File: src/rtl/pipe_ctrl_pkg.sv
// Shared opcode/func encodings, ALU codes and the control bundle carried
// through the E/M/W stage registers of the pipelined control unit.
package pipe_ctrl_pkg;

  localparam logic [5:0] OP_RTYPE = 6'b000000;
  localparam logic [5:0] OP_J     = 6'b000010;
  localparam logic [5:0] OP_JAL   = 6'b000011;
  localparam logic [5:0] OP_BEQ   = 6'b000100;
  localparam logic [5:0] OP_BNE   = 6'b000101;
  localparam logic [5:0] OP_ADDI  = 6'b001000;
  localparam logic [5:0] OP_ADDIU = 6'b001001;
  localparam logic [5:0] OP_ANDI  = 6'b001100;
  localparam logic [5:0] OP_ORI   = 6'b001101;
  localparam logic [5:0] OP_XORI  = 6'b001110;
  localparam logic [5:0] OP_LW    = 6'b100011;
  localparam logic [5:0] OP_SW    = 6'b101011;

  localparam logic [5:0] FN_SLL  = 6'b000000;
  localparam logic [5:0] FN_SRL  = 6'b000010;
  localparam logic [5:0] FN_SRA  = 6'b000011;
  localparam logic [5:0] FN_SLLV = 6'b000100;
  localparam logic [5:0] FN_SRLV = 6'b000110;
  localparam logic [5:0] FN_SRAV = 6'b000111;
  localparam logic [5:0] FN_JR   = 6'b001000;
  localparam logic [5:0] FN_ADD  = 6'b100000;
  localparam logic [5:0] FN_ADDU = 6'b100001;
  localparam logic [5:0] FN_SUB  = 6'b100010;
  localparam logic [5:0] FN_SUBU = 6'b100011;
  localparam logic [5:0] FN_AND  = 6'b100100;
  localparam logic [5:0] FN_OR   = 6'b100101;
  localparam logic [5:0] FN_XOR  = 6'b100110;
  localparam logic [5:0] FN_NOR  = 6'b100111;
  localparam logic [5:0] FN_SLT  = 6'b101010;

  localparam logic [3:0] ALU_ADD  = 4'b0010;
  localparam logic [3:0] ALU_SUB  = 4'b0110;
  localparam logic [3:0] ALU_AND  = 4'b0000;
  localparam logic [3:0] ALU_OR   = 4'b0001;
  localparam logic [3:0] ALU_XOR  = 4'b0011;
  localparam logic [3:0] ALU_NOR  = 4'b1100;
  localparam logic [3:0] ALU_SLL  = 4'b0100;
  localparam logic [3:0] ALU_SRL  = 4'b0101;
  localparam logic [3:0] ALU_SRA  = 4'b1000;
  localparam logic [3:0] ALU_SLT  = 4'b0111;
  localparam logic [3:0] ALU_ANDI = 4'b1111;
  localparam logic [3:0] ALU_ORI  = 4'b1101;
  localparam logic [3:0] ALU_XORI = 4'b1110;
  localparam logic [3:0] ALU_BEQ  = 4'b1001;
  localparam logic [3:0] ALU_BNE  = 4'b1010;
  localparam logic [3:0] ALU_JUMP = 4'b1101;
  localparam logic [3:0] ALU_JR   = 4'b1110;

  // Destination address travels next to this bundle because its width is a
  // module parameter (REG_AW) and packages cannot be parameterised.
  typedef struct packed {
    logic       regwrite;
    logic       memtoreg;
    logic       memwrite;
    logic       alusrc;
    logic       shamt;
    logic       regdst;
    logic       link;
    logic [3:0] alucontrol;
  } ctrl_t;

  localparam ctrl_t BUBBLE   = '0;
  localparam ctrl_t CTRL_NOP = ctrl_t'({7'b0, ALU_ADD});

endpackage

File: src/rtl/ctrl_decode.sv
// Pure combinational D-stage decode: op/func to control bundle, destination,
// branch/jump flags, illegal flag and source-register usage.
module ctrl_decode
  import pipe_ctrl_pkg::*;
#(
  parameter int REG_AW = 5
) (
  input  logic              instr_valid,
  input  logic [5:0]        op,
  input  logic [5:0]        func,
  input  logic [REG_AW-1:0] rt,
  input  logic [REG_AW-1:0] rd,
  output ctrl_t             ctrl,
  output logic [REG_AW-1:0] writereg,
  output logic              branch,
  output logic              bne,
  output logic              jump,
  output logic              jr,
  output logic              illegal,
  output logic              use_rs,
  output logic              use_rt
);

  logic legal;

  always_comb begin
    ctrl     = CTRL_NOP;
    writereg = '0;
    branch   = 1'b0;
    bne      = 1'b0;
    jump     = 1'b0;
    jr       = 1'b0;
    illegal  = 1'b0;
    use_rs   = 1'b1;
    use_rt   = 1'b0;
    legal    = 1'b1;

    case (op)
      OP_RTYPE: begin
        ctrl.regwrite = 1'b1;
        ctrl.regdst   = 1'b1;
        use_rt        = 1'b1;
        case (func)
          FN_ADD, FN_ADDU: ctrl.alucontrol = ALU_ADD;
          FN_SUB, FN_SUBU: ctrl.alucontrol = ALU_SUB;
          FN_AND:          ctrl.alucontrol = ALU_AND;
          FN_OR:           ctrl.alucontrol = ALU_OR;
          FN_XOR:          ctrl.alucontrol = ALU_XOR;
          FN_NOR:          ctrl.alucontrol = ALU_NOR;
          FN_SLT:          ctrl.alucontrol = ALU_SLT;
          FN_SLLV:         ctrl.alucontrol = ALU_SLL;
          FN_SRLV:         ctrl.alucontrol = ALU_SRL;
          FN_SRAV:         ctrl.alucontrol = ALU_SRA;
          FN_SLL, FN_SRL, FN_SRA: begin
            ctrl.shamt      = 1'b1;
            use_rs          = 1'b0;
            ctrl.alucontrol = (func == FN_SLL) ? ALU_SLL :
                              (func == FN_SRL) ? ALU_SRL : ALU_SRA;
          end
          FN_JR: begin
            ctrl.regwrite   = 1'b0;
            ctrl.regdst     = 1'b0;
            ctrl.alucontrol = ALU_JR;
            jr              = 1'b1;
            use_rt          = 1'b0;
          end
          default: legal = 1'b0;
        endcase
      end
      OP_J: begin
        jump            = 1'b1;
        use_rs          = 1'b0;
        ctrl.alucontrol = ALU_JUMP;
      end
      OP_JAL: begin
        jump            = 1'b1;
        use_rs          = 1'b0;
        ctrl.regwrite   = 1'b1;
        ctrl.link       = 1'b1;
        ctrl.alucontrol = ALU_JUMP;
      end
      OP_BEQ: begin
        branch          = 1'b1;
        use_rt          = 1'b1;
        ctrl.alucontrol = ALU_BEQ;
      end
      OP_BNE: begin
        branch          = 1'b1;
        bne             = 1'b1;
        use_rt          = 1'b1;
        ctrl.alucontrol = ALU_BNE;
      end
      OP_ADDI, OP_ADDIU, OP_ANDI, OP_ORI, OP_XORI: begin
        ctrl.alusrc     = 1'b1;
        ctrl.regwrite   = 1'b1;
        ctrl.alucontrol = (op == OP_ANDI) ? ALU_ANDI :
                          (op == OP_ORI)  ? ALU_ORI  :
                          (op == OP_XORI) ? ALU_XORI : ALU_ADD;
      end
      OP_LW: begin
        ctrl.alusrc   = 1'b1;
        ctrl.regwrite = 1'b1;
        ctrl.memtoreg = 1'b1;
      end
      OP_SW: begin
        ctrl.alusrc   = 1'b1;
        ctrl.memwrite = 1'b1;
        use_rt        = 1'b1;
      end
      default: legal = 1'b0;
    endcase

    if (ctrl.link)        writereg = REG_AW'(5'd31);
    else if (ctrl.regdst) writereg = rd;
    else                  writereg = rt;

    // Illegal encodings fall back to a clean NOP bundle, never a partial decode.
    if (!legal) begin
      ctrl     = CTRL_NOP;
      writereg = '0;
      branch   = 1'b0;
      bne      = 1'b0;
      jump     = 1'b0;
      jr       = 1'b0;
      illegal  = 1'b1;
    end

    if (!instr_valid) begin
      ctrl     = BUBBLE;
      writereg = '0;
      branch   = 1'b0;
      bne      = 1'b0;
      jump     = 1'b0;
      jr       = 1'b0;
      illegal  = 1'b0;
      use_rs   = 1'b0;
      use_rt   = 1'b0;
    end
  end

endmodule

File: src/rtl/pipe_control_unit.sv
// Pipelined control unit: D-stage decode, load-use/branch hazard stall and
// the registered E/M/W control stages.
module pipe_control_unit
  import pipe_ctrl_pkg::*;
#(
  parameter int ALU_W    = 4,
  parameter int REG_AW   = 5,
  parameter int BR_FWD_M = 1
) (
  input  logic              CLK,
  input  logic              reset,
  input  logic              instr_valid_d,
  input  logic [5:0]        op_d,
  input  logic [5:0]        func_d,
  input  logic [REG_AW-1:0] rs_d,
  input  logic [REG_AW-1:0] rt_d,
  input  logic [REG_AW-1:0] rd_d,
  input  logic              flush_e,
  output logic              stall_fd,
  output logic              branch_d,
  output logic              bne_d,
  output logic              jump_d,
  output logic              jr_d,
  output logic              illegal_d,
  output logic              regwrite_e,
  output logic              memtoreg_e,
  output logic              memwrite_e,
  output logic              alusrc_e,
  output logic              shamt_e,
  output logic              regdst_e,
  output logic              link_e,
  output logic [ALU_W-1:0]  alucontrol_e,
  output logic [REG_AW-1:0] writereg_e,
  output logic              regwrite_m,
  output logic              memtoreg_m,
  output logic              memwrite_m,
  output logic [REG_AW-1:0] writereg_m,
  output logic              regwrite_w,
  output logic              memtoreg_w,
  output logic              link_w,
  output logic [REG_AW-1:0] writereg_w
);

  ctrl_t             dec_ctrl;
  logic [REG_AW-1:0] dec_wr;
  logic              use_rs, use_rt;

  ctrl_t             e_ctrl;
  logic [REG_AW-1:0] e_wr;
  logic              m_regwrite, m_memtoreg, m_memwrite, m_link;
  logic [REG_AW-1:0] m_wr;
  logic              w_regwrite, w_memtoreg, w_link;
  logic [REG_AW-1:0] w_wr;

  logic src_hit_e, src_hit_m, br_or_jr;
  logic load_use_stall, branch_stall, branch_m_stall;

  ctrl_decode #(.REG_AW(REG_AW)) u_decode (
    .instr_valid (instr_valid_d),
    .op          (op_d),
    .func        (func_d),
    .rt          (rt_d),
    .rd          (rd_d),
    .ctrl        (dec_ctrl),
    .writereg    (dec_wr),
    .branch      (branch_d),
    .bne         (bne_d),
    .jump        (jump_d),
    .jr          (jr_d),
    .illegal     (illegal_d),
    .use_rs      (use_rs),
    .use_rt      (use_rt)
  );

  // $0 is never a real producer, so a zero address never matches.
  function automatic logic addr_hit(input logic [REG_AW-1:0] a, input logic [REG_AW-1:0] b);
    return (a != '0) && (a == b);
  endfunction

  always_comb begin
    src_hit_e = (use_rs && addr_hit(rs_d, e_wr)) || (use_rt && addr_hit(rt_d, e_wr));
    src_hit_m = (use_rs && addr_hit(rs_d, m_wr)) || (use_rt && addr_hit(rt_d, m_wr));
    br_or_jr  = branch_d || jr_d;

    load_use_stall = instr_valid_d && e_ctrl.memtoreg && src_hit_e;
    branch_stall   = instr_valid_d && br_or_jr && e_ctrl.regwrite && src_hit_e;
    branch_m_stall = instr_valid_d && br_or_jr && src_hit_m &&
                     (m_memtoreg || (m_regwrite && (BR_FWD_M == 0)));

    stall_fd = load_use_stall || branch_stall || branch_m_stall;
  end

  // M and W always advance; only E takes a bubble on stall or flush.
  always_ff @(posedge CLK) begin
    if (reset) begin
      e_ctrl     <= BUBBLE;
      e_wr       <= '0;
      m_regwrite <= 1'b0;
      m_memtoreg <= 1'b0;
      m_memwrite <= 1'b0;
      m_link     <= 1'b0;
      m_wr       <= '0;
      w_regwrite <= 1'b0;
      w_memtoreg <= 1'b0;
      w_link     <= 1'b0;
      w_wr       <= '0;
    end else begin
      if (flush_e || stall_fd) begin
        e_ctrl <= BUBBLE;
        e_wr   <= '0;
      end else begin
        e_ctrl <= dec_ctrl;
        e_wr   <= dec_wr;
      end
      m_regwrite <= e_ctrl.regwrite;
      m_memtoreg <= e_ctrl.memtoreg;
      m_memwrite <= e_ctrl.memwrite;
      m_link     <= e_ctrl.link;
      m_wr       <= e_wr;
      w_regwrite <= m_regwrite;
      w_memtoreg <= m_memtoreg;
      w_link     <= m_link;
      w_wr       <= m_wr;
    end
  end

  assign regwrite_e   = e_ctrl.regwrite;
  assign memtoreg_e   = e_ctrl.memtoreg;
  assign memwrite_e   = e_ctrl.memwrite;
  assign alusrc_e     = e_ctrl.alusrc;
  assign shamt_e      = e_ctrl.shamt;
  assign regdst_e     = e_ctrl.regdst;
  assign link_e       = e_ctrl.link;
  assign alucontrol_e = ALU_W'(e_ctrl.alucontrol);
  assign writereg_e   = e_wr;

  assign regwrite_m = m_regwrite;
  assign memtoreg_m = m_memtoreg;
  assign memwrite_m = m_memwrite;
  assign writereg_m = m_wr;

  assign regwrite_w = w_regwrite;
  assign memtoreg_w = w_memtoreg;
  assign link_w     = w_link;
  assign writereg_w = w_wr;

endmodule

File: config.mk
export PLATFORM = sky130hd
export DESIGN_NAME = pipe_control_unit
export DESIGN_NICKNAME = d
export VERILOG_FILES = /design/src/rtl/pipe_ctrl_pkg.sv /design/src/rtl/ctrl_decode.sv /design/src/rtl/pipe_control_unit.sv
export SDC_FILE = /design/constraint.sdc
export NUM_CORES = 1
export LEC_CHECK = 0
export CAP_MARGIN = 0
export CORE_MARGIN = 2
export CORE_UTILIZATION = 47
export DETAILED_ROUTE_END_ITERATION = 8
export MAX_ROUTING_LAYER = met4
export PLACE_DENSITY = 0.84
export SYNTH_ARGS = -nofsm -noshare
export SYNTH_HDL_FRONTEND = slang
export SYNTH_SLANG_ARGS = --single-unit
File: constraint.sdc
create_clock -name CLK -period 5.9 [get_ports CLK]
set_input_delay 1.18 -clock CLK [delete_from_list [all_inputs] [get_ports CLK]]
set_output_delay 1.18 -clock CLK [all_outputs]
set_load 0.1 [all_outputs]
==> results.txt, run 1 <==
The number of enable flip-flop cells after synthesis is 0. The tool flagged a number of max-cap violations equal to 0. The average instance in the mapped netlist occupies between 8 and 9 um2. The overall fraction of global-route tracks in use is about a quarter. The number of buffers created by CTS is 5. Setup repair after global routing left no endpoint under its margin. The number of iterations in the first detailed-routing pass came out at 4. The number of gates resized after cts is 0.

The number of port buffers came out at 68. The clock drives 33 sinks. The detail-routed via count per cell is approximately 5.5. The area of the mapped netlist is around 1800 um2. The total length of routed wires is 4720 um. STA classifies the critical path startpoint as a primary input.

Along the worst path, the maximum fanout reaches 15. In the synthesized netlist the async set-or-reset flop fraction comes to 0%. The DRC violation count after routing came out at 0. The final net count came out at 311. Clock latency on the worst-skew pair, taken at its later pin, is 0.28 ns. The clock passes through at most 2 buffers. The region available for standard cell placement spans between 3000 and 4000 um2.

The path category of the worst min-delay check is reg2reg. The first global-routing pass estimated 7730 um of wire. From left edge to right edge, the die measures 66.6 um. The number of flip-flops and latches in the synthesized netlist came out at 33. The share of the Yosys chip area taken by registers is a little over a third. The aggregate global routing overflow came out at 0. 0 antenna diodes ended up in the layout.

Synthesis instantiated between 40 and 50 different standard cells from the library. The last weighted congestion value of the routability-driven placer is 0.940. At the end of the flow the core is filled with cells to between 60% and 70%. The cell count after synthesis came out at approximately 220. The actual slew at the worst max-slew pin came out at 0.986 ns. The final-report max-slew violation count is 0. The number of global-route vias before repair came to 1644. The count of nets left with antenna violations once routing finished came out at 0. The maximum number of pins on one net before global-route repair is 19. The critical path is of the in2out type.

Summed over all cells, the static leakage comes to between 0.9 and 1 nW. IR analysis of the VDD net gives a maximum drop of ~0.15 mV. The I/O pin count is slightly below 70. The maximum clock skew at final layout came out at between 0.002 and 0.003 ns. From synthesis to final layout, the design area changed by 40.7%.

The count of final hold-check violations came out at 0. In this run, post-CTS hold repair placed 0 buffers. The number of DRC markers after the initial detailed-route iteration came out at ~110. The most used flip-flop cell after synthesis is dfxtp_1.

Buffers added to address setup during post-CTS repair amount to 0. The number of synthesis warnings came out at 0. The count of placed standard cells including taps is around 320.

The number of antenna violations at the first check in global routing came out at 0. The final count of negative-setup-slack endpoints is 0. The clock edge transition at the registers on the reported setup and hold paths came out at about 0.06 ns. The depth of the CTS H-tree came out at 2. The final critical-path required period came out at ~4.9 ns. The fmax came out at 0.206 GHz. The total nets after synthesis is 247. The post-route netlist has between 9 and 10% of its cells at a drive strength greater than 1. The run finished with clean final reports. The via total after detailed routing came out at approximately 1800. Summed over all nets, the half-perimeter wirelength after detailed placement is ~3700 um. The library cell used most frequently in the layout, excluding fill and tap cells, is clkdlybuf4s50_1.

Dividing the detail-routed wire length by the instance count gives around 14 um. In the layout the commonest cells are 62 x clkdlybuf4s50_1, 33 x dfxtp_1, 24 x nor2_1, 20 x nor2b_1, 16 x nor3_1. The power density over the cells is between 150 and 200 nW/um2. The worst-case headroom to the max-slew limit came out at around 34%. The number of placement rows is 22. TritonCTS built the clock tree. The required time at the worst-slack endpoint is between 4 and 5 ns. Excluding fillers, the count of instances in the completed layout stands at around 330. The initial core utilization is 49.6%.

The floorplan die height came out at 66.6 um. The setup total negative slack is 0 ns. The final cycle utilization of the critical path is 82.4%. The floorplan step defined a die boundary enclosing approximately 4400 um2. STA puts the critical path data arrival time at approximately 3.7 ns. The clock root buffer is clkbuf_8. The endpoint type of the worst setup path is a primary output.
## worst paths after layout
kind | from | end | slack, ns | cells after the start
max reg2reg | writereg_e[1] | alucontrol_e[3] | 3.96 | 6
min reg2reg | m_link | link_w | 0.45 | 1
max | op_d[2] | stall_fd | 1.04 | 7
min | m_link | link_w | 0.45 | 1
## through the flow
step                      hold WS [ns]  area (um2)  power, mW  setup WS [ns]
final                            0.448        2590      0.471           1.04
after global routing             0.462        2590      0.495          0.795
after CTS                        0.455        2590      0.474           1.08
after detailed placement         0.433        2510      0.315           1.07
after global placement           0.418        2510      0.314           1.16
after floorplan                  0.414        1850      0.281          0.298
## worst max-delay path, cell delays in order
cell	delay, ns
clkdlybuf4s50_1	0.69
and4b_1	0.42
a32oi_1	0.14
a2111oi_2	0.55
a31oi_4	0.08
o22ai_1	0.27
buf_4	0.34
## flip-flops by register name, indices dropped and copies added (netlist names)
register and flops:
alucontrol_e 4, alusrc_e 1, link_e 1, link_w 1
m_link 1, memtoreg_e 1, memtoreg_m 1, memtoreg_w 1
memwrite_e 1, memwrite_m 1, regdst_e 1, regwrite_e 1
regwrite_m 1, regwrite_w 1, shamt_e 1, writereg_e 5
writereg_m 5, writereg_w 5
## synth_stat cells, types with 2 or more instances
cell type,n,share of area [%]
buf_2,4,1.1
o211ai_4,2,2.3
nor2_1,24,4.9
nand2b_1,2,0.68
nor3_1,16,4.3
xnor2_1,14,6.7
o21ai_0,9,2.4
nand3_1,12,3.3
nor4_1,3,1.0
nand4_1,2,0.68
o22ai_1,2,0.68
mux2_2,5,3.1
a21oi_1,8,2.2
inv_1,6,1.2
xor2_1,7,3.3
nand2_1,11,2.2
clkbuf_1,4,0.81
or4_1,3,1.2
dfxtp_1,33,36
mux2i_1,2,1.1
nor2b_1,20,6.8
a32oi_1,4,1.9
buf_6,2,1.2
## where the power goes
group / internal (mW) / leakage, nW / total, mW / switching, mW
clock network: 0.0816 / 0.0450 / 0.160 / 0.0788
logic: 0.0372 / 0.600 / 0.0864 / 0.0493
registers: 0.224 / 0.266 / 0.225 / 0.000862
## routing by layer
metal	GRT usage, %	vias up	part of all wire (%)
met5	-	-	0
met4	6.63	0	1.0
met3	5.74	8	7.1
met2	38.4	77	49
met1	28.6	828	43
li1	-	895	-
## kinds of logic (layout without fill, tap and decap cells)
| kind of cell | count (synthesis) | in the layout | share of synthesized area [%] |
|---|---|---|---|
| DFF | 33 | 33 | 35.9 |
| and+or+nand+nor | 103 | 103 | 30.1 |
| AOI/OAI and AO/OA | 35 | 35 | 15.1 |
| xor gates and xnor gates | 21 | 21 | 9.99 |
| buffers and inverters | 17 | 82 | 4.76 |
| muxes | 7 | 7 | 4.14 |
## area by class of cell
| type | count | area (um2) |
|---|---|---|
| Multi-Input combinational cell | 166 | 1100 |
| Clock inverter | 2 | 10.0 |
| Fill cell | 304 | 1120 |
| Inverter | 6 | 22.5 |
| Timing Repair Buffer | 68 | 666 |
| Clock buffer | 6 | 72.6 |
| Sequential cell | 33 | 661 |
| Tap cell | 48 | 60.1 |
(Power assumes the default switching activity.)
==> run 2, diff against run 1 <==
- CORE_UTILIZATION: 47 -> 40
- PLACE_DENSITY: 0.84 -> 0.76
- clock period: 5.9 -> 4.4 ns (I/O delays scaled with it)
==> results.txt, run 2 (synthesis results as in run 1) <==
The actual slew at the worst max-slew pin is ~0.98 ns. The count of final hold-check violations is 0. The root buffer cell chosen for the clock tree is clkbuf_8. In this run switching power makes up between 20% and 30% of total power.

After detailed routing, the number of remaining DRC violations is 0. The required time at the worst-slack endpoint is 3.52 ns. The worst setup path is captured at a primary output. The overall fraction of global-route tracks in use came out at about a fifth.

After layout, the worst setup slack is about 0.29 ns. The number of hold buffers added after CTS came out at 0. For hold timing, the worst endpoint is link_w.

The floorplan die height came out at slightly above 70 um. The I/O pin count is 69. The worst setup slack after placement is between 0.2 and 0.3 ns. The critical path data arrival time is about 3.2 ns.

The final cell area excluding filler cells came out at around 2700 um2. The number of setup buffers added after CTS is 0. The average routed wire per standard cell came out at 14.2 um.

The maximum clock skew at final layout came out at a little under 0.007 ns. The power share of the clock group is roughly 33%. The number of diodes added for antenna fixing came out at 0.

The number of sinks driven by the clock tree came out at 33. The critical path is of the in2out type. At the end of the flow the core is filled with cells to 61.7%.

The die footprint is between 5000 and 6000 um2. The library cell used most frequently in the layout, excluding fill and tap cells, is clkdlybuf4s50_1. The detailed router finished its first iteration with 100 violations. The final cycle utilization of the critical path is 93.5%. The clock latency on the worst-skew pair is 0.28 ns. The peak fanout along the critical path came out at 12. In the layout the commonest cells are 62 x clkdlybuf4s50_1, 33 x dfxtp_1, 24 x nor2_1, 20 x nor2b_1, 15 x nor3_1. TritonCTS built the clock tree. The clock tree synthesis step divided the H-tree into 2 levels. The global-route wire length before repair came out at roughly 7900 um. The floorplan has 24 rows. Entering global routing, the biggest net connects 19 pins. The number of iterations in the first detailed-routing pass is 7. Of the cells placed in the final design, the portion with a size suffix greater than 1 is roughly 11%. STA classifies the critical path startpoint as a primary input.

For this design the total switching power over the nets is ~170 uW. The total area inside the core boundary comes to ~4400 um2. In the routed layout, each cell is associated on average with a via count of around 5.3.

Setup violations remaining at the end of the flow were counted as 0. The run finished with clean final reports. The portion of total power attributed to combinational logic came out at 19.2%.

Setup repair after global routing left no endpoint under its margin. Summing internal, switching and leakage power gives ~640 uW. The worst register-to-register path begins at writereg_e[0]. The post-detailed-route count of antenna-violating nets is 0.

In this run the static leakage power is 0.948 nW. The area growth from synthesis to final layout is 46.9%. The placement-stage cell area came out at between 2000 and 3000 um2. The number of antenna violations at the first check in global routing came out at 0. The count of buffers added on input and output ports is just under 70. The setup total negative slack is 0 ns. The number of buffers between clock root and the deepest sink came out at 2.

The setup slack of the most critical reg-to-reg path came out at 2.49 ns. The tightest min-delay check is of the reg2reg type. The depth of the most critical reg-to-reg path is 6. The worst hold path begins at m_link. The fmax came out at between 0.2 and 0.25 GHz. The congestion estimate from routability-driven global placement came to ~0.93. The wire-length estimate of the detail-placed layout is 3850 um.

The number of maximum-capacitance constraint violations is 0. The internal power is 464 uW. Measured against its own limit, the worst slew margin works out to about a third. The final critical-path required period is 4.11 ns. The via total after detailed routing came out at between 1500 and 2000.

Global routing finished with a remaining overflow of 0. The routed design uses about 2300 um of met2 wire. The number of gates resized after cts came out at 0. The sequential group share of total power came out at between 40 and 50%.

After detailed routing, the wire length on met1 is 2120 um. The clock edge transition at the registers on the reported setup and hold paths came out at 0.07 ns. Signal routing reaches up to met4. In this run the horizontal extent of the chip is approximately 70 um. The final net count came out at between 300 and 400. VDD sags by at most 0.122 mV. The detailed-routed wire length on met3 came out at around 270 um. Once the floorplan was initialized, standard cells occupied between 40% and 50% of the core.

The reg-to-reg critical path endpoint is alucontrol_e[3]. The power density over the cells came out at between 200 and 250 nW/um2. The total length of routed wires came out at roughly 4800 um. The number of global-route vias before repair is about 1700.

The number of buffers created by CTS came out at 5. The hold path depth is 1. The final-report max-slew violation count came to 0.
run 2: changes by cell type in the layout (fill, tap and decap cells not counted), sizes merged:
| cell | delta |
|---|---|
| buf | +4 |
run 2: layout make-up:
cell class | instances | area (um2)
clock buffers | 6 | 72.6
clock inverters | 2 | 10.0
multi-input cells | 166 | 1100
flip-flops and latches | 33 | 661
inverters | 6 | 22.5
well taps | 52 | 65.1
repair buffers | 72 | 771
fillers | 368 | 1680
run 2: how the worst max path moves through the flow:
stage                     slack, ns  depth (start not counted)  endpoint    start
final                          0.29                          7  stall_fd  op_d[3]
after global routing           0.08                          7  stall_fd  op_d[3]
after CTS                      0.29                          7  stall_fd  op_d[3]
after detailed placement       0.29                          7  stall_fd  op_d[3]
after global placement         0.36                          7  stall_fd  op_d[3]
after floorplan               -0.23                          7      jr_d  op_d[0]
run 2: metrics by stage:
| stage | std cells | hold slack, ns |
|---|---|---|
| after floorplan | 216 | 0.414 |
| after global placement | 329 | 0.422 |
| after detailed placement | 329 | 0.443 |
| after CTS | 337 | 0.451 |
| after global routing | 337 | 0.456 |
| final | 337 | 0.457 |
run 2: routing by layer:
metal  GRT usage [%]  vias up
met4            7.76        0
met2            32.4       68
met1            23.9      818
li1                -      894
met5               -        -
met3            4.78       13
run 2: worst max-delay path: stages:
cell	delay (ns)
clkdlybuf4s50_1	0.64
nor4_2	0.44
o211ai_4	0.21
a2111oi_2	0.44
a31oi_4	0.07
o22ai_1	0.32
buf_12	0.22
run 2: power groups by stage:
stage               registers, mW  clock network (mW)  logic, mW
finish                      0.301               0.212      0.122
global placement            0.308                   0      0.120
global route                0.301               0.234      0.131
CTS                         0.301               0.217      0.121
floorplan                   0.317                   0     0.0597
detailed placement          0.308                   0      0.121
==> run 3, diff against run 2 <==
- CORE_ASPECT_RATIO: not set -> 1.25
==> results.txt, run 3 (synthesis results as in run 1) <==
The flow ran to the end, and the final reports show no timing, DRC or antenna violations. The average routed wire per standard cell came out at roughly 14 um. The number of DRC markers after the initial detailed-route iteration is 100. In this run the worst path has a maximum fanout of 12. The depth of the CTS H-tree came out at 2.

The number of fill cells in the layout is about 400. Clock tree synthesis found a total of 33 sinks. The HPWL after detailed placement came out at between 3000 and 4000 um. Setup violations remaining at the end of the flow were counted as 0. The initial core utilization came out at between 40% and 50%. The post-detailed-route count of antenna-violating nets came out at 0. The floorplan core area is ~4400 um2. At the end of routability-driven placement, the weighted congestion stood at 0.892. STA classifies the critical path startpoint as a primary input. Post-CTS timing repair inserted 0 buffers for setup. The worst setup path is of the in2out kind. Leaving out fill and tap cells, the most frequent cells in the layout are 62 x clkdlybuf4s50_1, 33 x dfxtp_1, 24 x nor2_1, 20 x nor2b_1, 15 x nor3_1. The highest cell delay on the worst timing path came out at roughly 0.75 ns.

The aggregate global routing overflow came out at 0. The via total after detailed routing is around 1800. The maximum number of pins on one net before global-route repair came out at 19. The number of buffers and inverters on the critical path came out at 3. Across the run, the number of max-cap violations was 0. The number of antenna violations at the first check in global routing was 0. The placement-stage cell area came out at between 2000 and 3000 um2. Relative to the synthesized area, the layout overhead comes to 47.5%.

CTS placed an instance of clkbuf_8 at the clock tree root. The final-report max-slew violation count came out at 0. The DRC violation count after routing came out at 0. The count of final hold-check violations is 0. The critical path data arrival time came out at around 3.4 ns. The number of global-route vias before repair is approximately 1700.

Across the VDD grid, the largest voltage drop is roughly 0.12 mV. The worst-case hold slack came out at 0.442 ns. The die footprint is between 5000 and 6000 um2.

The total length of routed wires came out at roughly 4600 um. The library cell used most frequently in the layout, excluding fill and tap cells, is clkdlybuf4s50_1. The maximum clock skew at final layout came out at between 0.004 and 0.005 ns. The I/O pin count is 69. The final critical path takes up between 90% and 100% of the cycle. The detail-routed via count per cell is between 5 and 6.

Setup repair after global routing left no endpoint under its margin. After the last flow step, the layout net total stands at about 310. The number of placement rows is 27. The actual slew at the worst max-slew pin came out at 1.00 ns.

For this design, the slowest cell found on the critical path is clkdlybuf4s50_1. The overall die width came out at ~65 um. The number of port buffers is between 60 and 70. The first global-routing pass estimated 7580 um of wire. Walking the worst path, the cells encountered are clkdlybuf4s50_1, inv_1, o21ai_0, a221oi_1, o211ai_1, nand2_1, nor4_2, buf_12.

The finished cells cover between 2000 and 3000 um2. In this run the power density over the cells is approximately 240 nW/um2. Headroom to the max-slew limit came out at between 30% and 40%. The number of buffers created by CTS came out at 5. The number of iterations in the first detailed-routing pass is 4. TritonCTS built the clock tree. The number of diodes added for antenna fixing came out at 0. Clock-pin slew was measured on the worst setup and hold paths at roughly 0.070 ns. The final critical-path required period came out at 4.24 ns.

Grouping stages by cell kind, the critical path spends the most delay in buffers and inverters. The fmax is roughly 0.24 GHz. The overall fraction of global-route tracks in use is 19.6%. The clock latency on the worst-skew pair came out at 0.29 ns. For the worst setup path, the data required time is 3.52 ns. Cells fill about three fifths of the core in the end. Of the cells placed in the final design, the portion with a size suffix greater than 1 is between 10% and 20%. The path category of the worst min-delay check is reg2reg. The number of buffers between clock root and the deepest sink came out at 2. In this run the static leakage power is about 0.94 nW. The floorplan die height came out at 79.9 um. The worst setup path is captured at a primary output.
[run 3: metrics by stage]
step                      TNS, ns  instances  power, mW  worst slack [ns]
after global placement          0        334      0.426             0.310
after global routing            0        342      0.670            0.0158
after floorplan            -0.232        216      0.377            -0.232
final                           0        342      0.640             0.157
after CTS                       0        342      0.645             0.214
after detailed placement        0        334      0.427             0.214
[run 3: timing repair]
item                       4_1_cts  5_1_grt
hold buffers                     0        0
setup endpoints to repair        0        1
gates resized for setup          0        1
[run 3: worst register-to-register path, stage by stage (launching register included)]
cell and delay [ns]:
dfxtp_1 0.43, xnor2_1 0.14, nand3_1 0.08, nor3_1 0.40, a31oi_4 0.17, o22ai_1 0.33
and3b_1 0.22
[run 3: worst paths after layout]
| path | from | to | slack [ns] | depth (start not counted) |
|---|---|---|---|---|
| setup / recovery | op_d[3] | jr_d | 0.16 | 8 |
| hold / removal | m_link | link_w | 0.44 | 1 |
| hold reg to reg | m_link | link_w | 0.44 | 1 |
| setup reg to reg | writereg_e[4] | alucontrol_e[1] | 2.53 | 6 |
[run 3: routing by layer]
metal	wire, um	vias up	global-route usage [%]
met2	2360	67	33.5
met4	164	0	11.1
met1	1880	789	21.1
met5	0	-	-
met3	225	14	3.81
li1	-	894	-
[run 3: power breakdown]
| part | switching, mW | internal (mW) |
|---|---|---|
| Clock | 0.109 | 0.109 |
| Sequential | 0.00111 | 0.300 |
| Combinational | 0.0669 | 0.0537 |
[run 3: cell type report]
cell class	instances	area, um2	share of cell area (%)
clock buffer	5	68.8	2.53
clock inverter	3	17.5	0.645
inverter	6	22.5	0.829
multi-input combinational	166	1110	40.9
sequential	33	661	24.3
tap	58	72.6	2.67
timing repair buffer	71	763	28.1
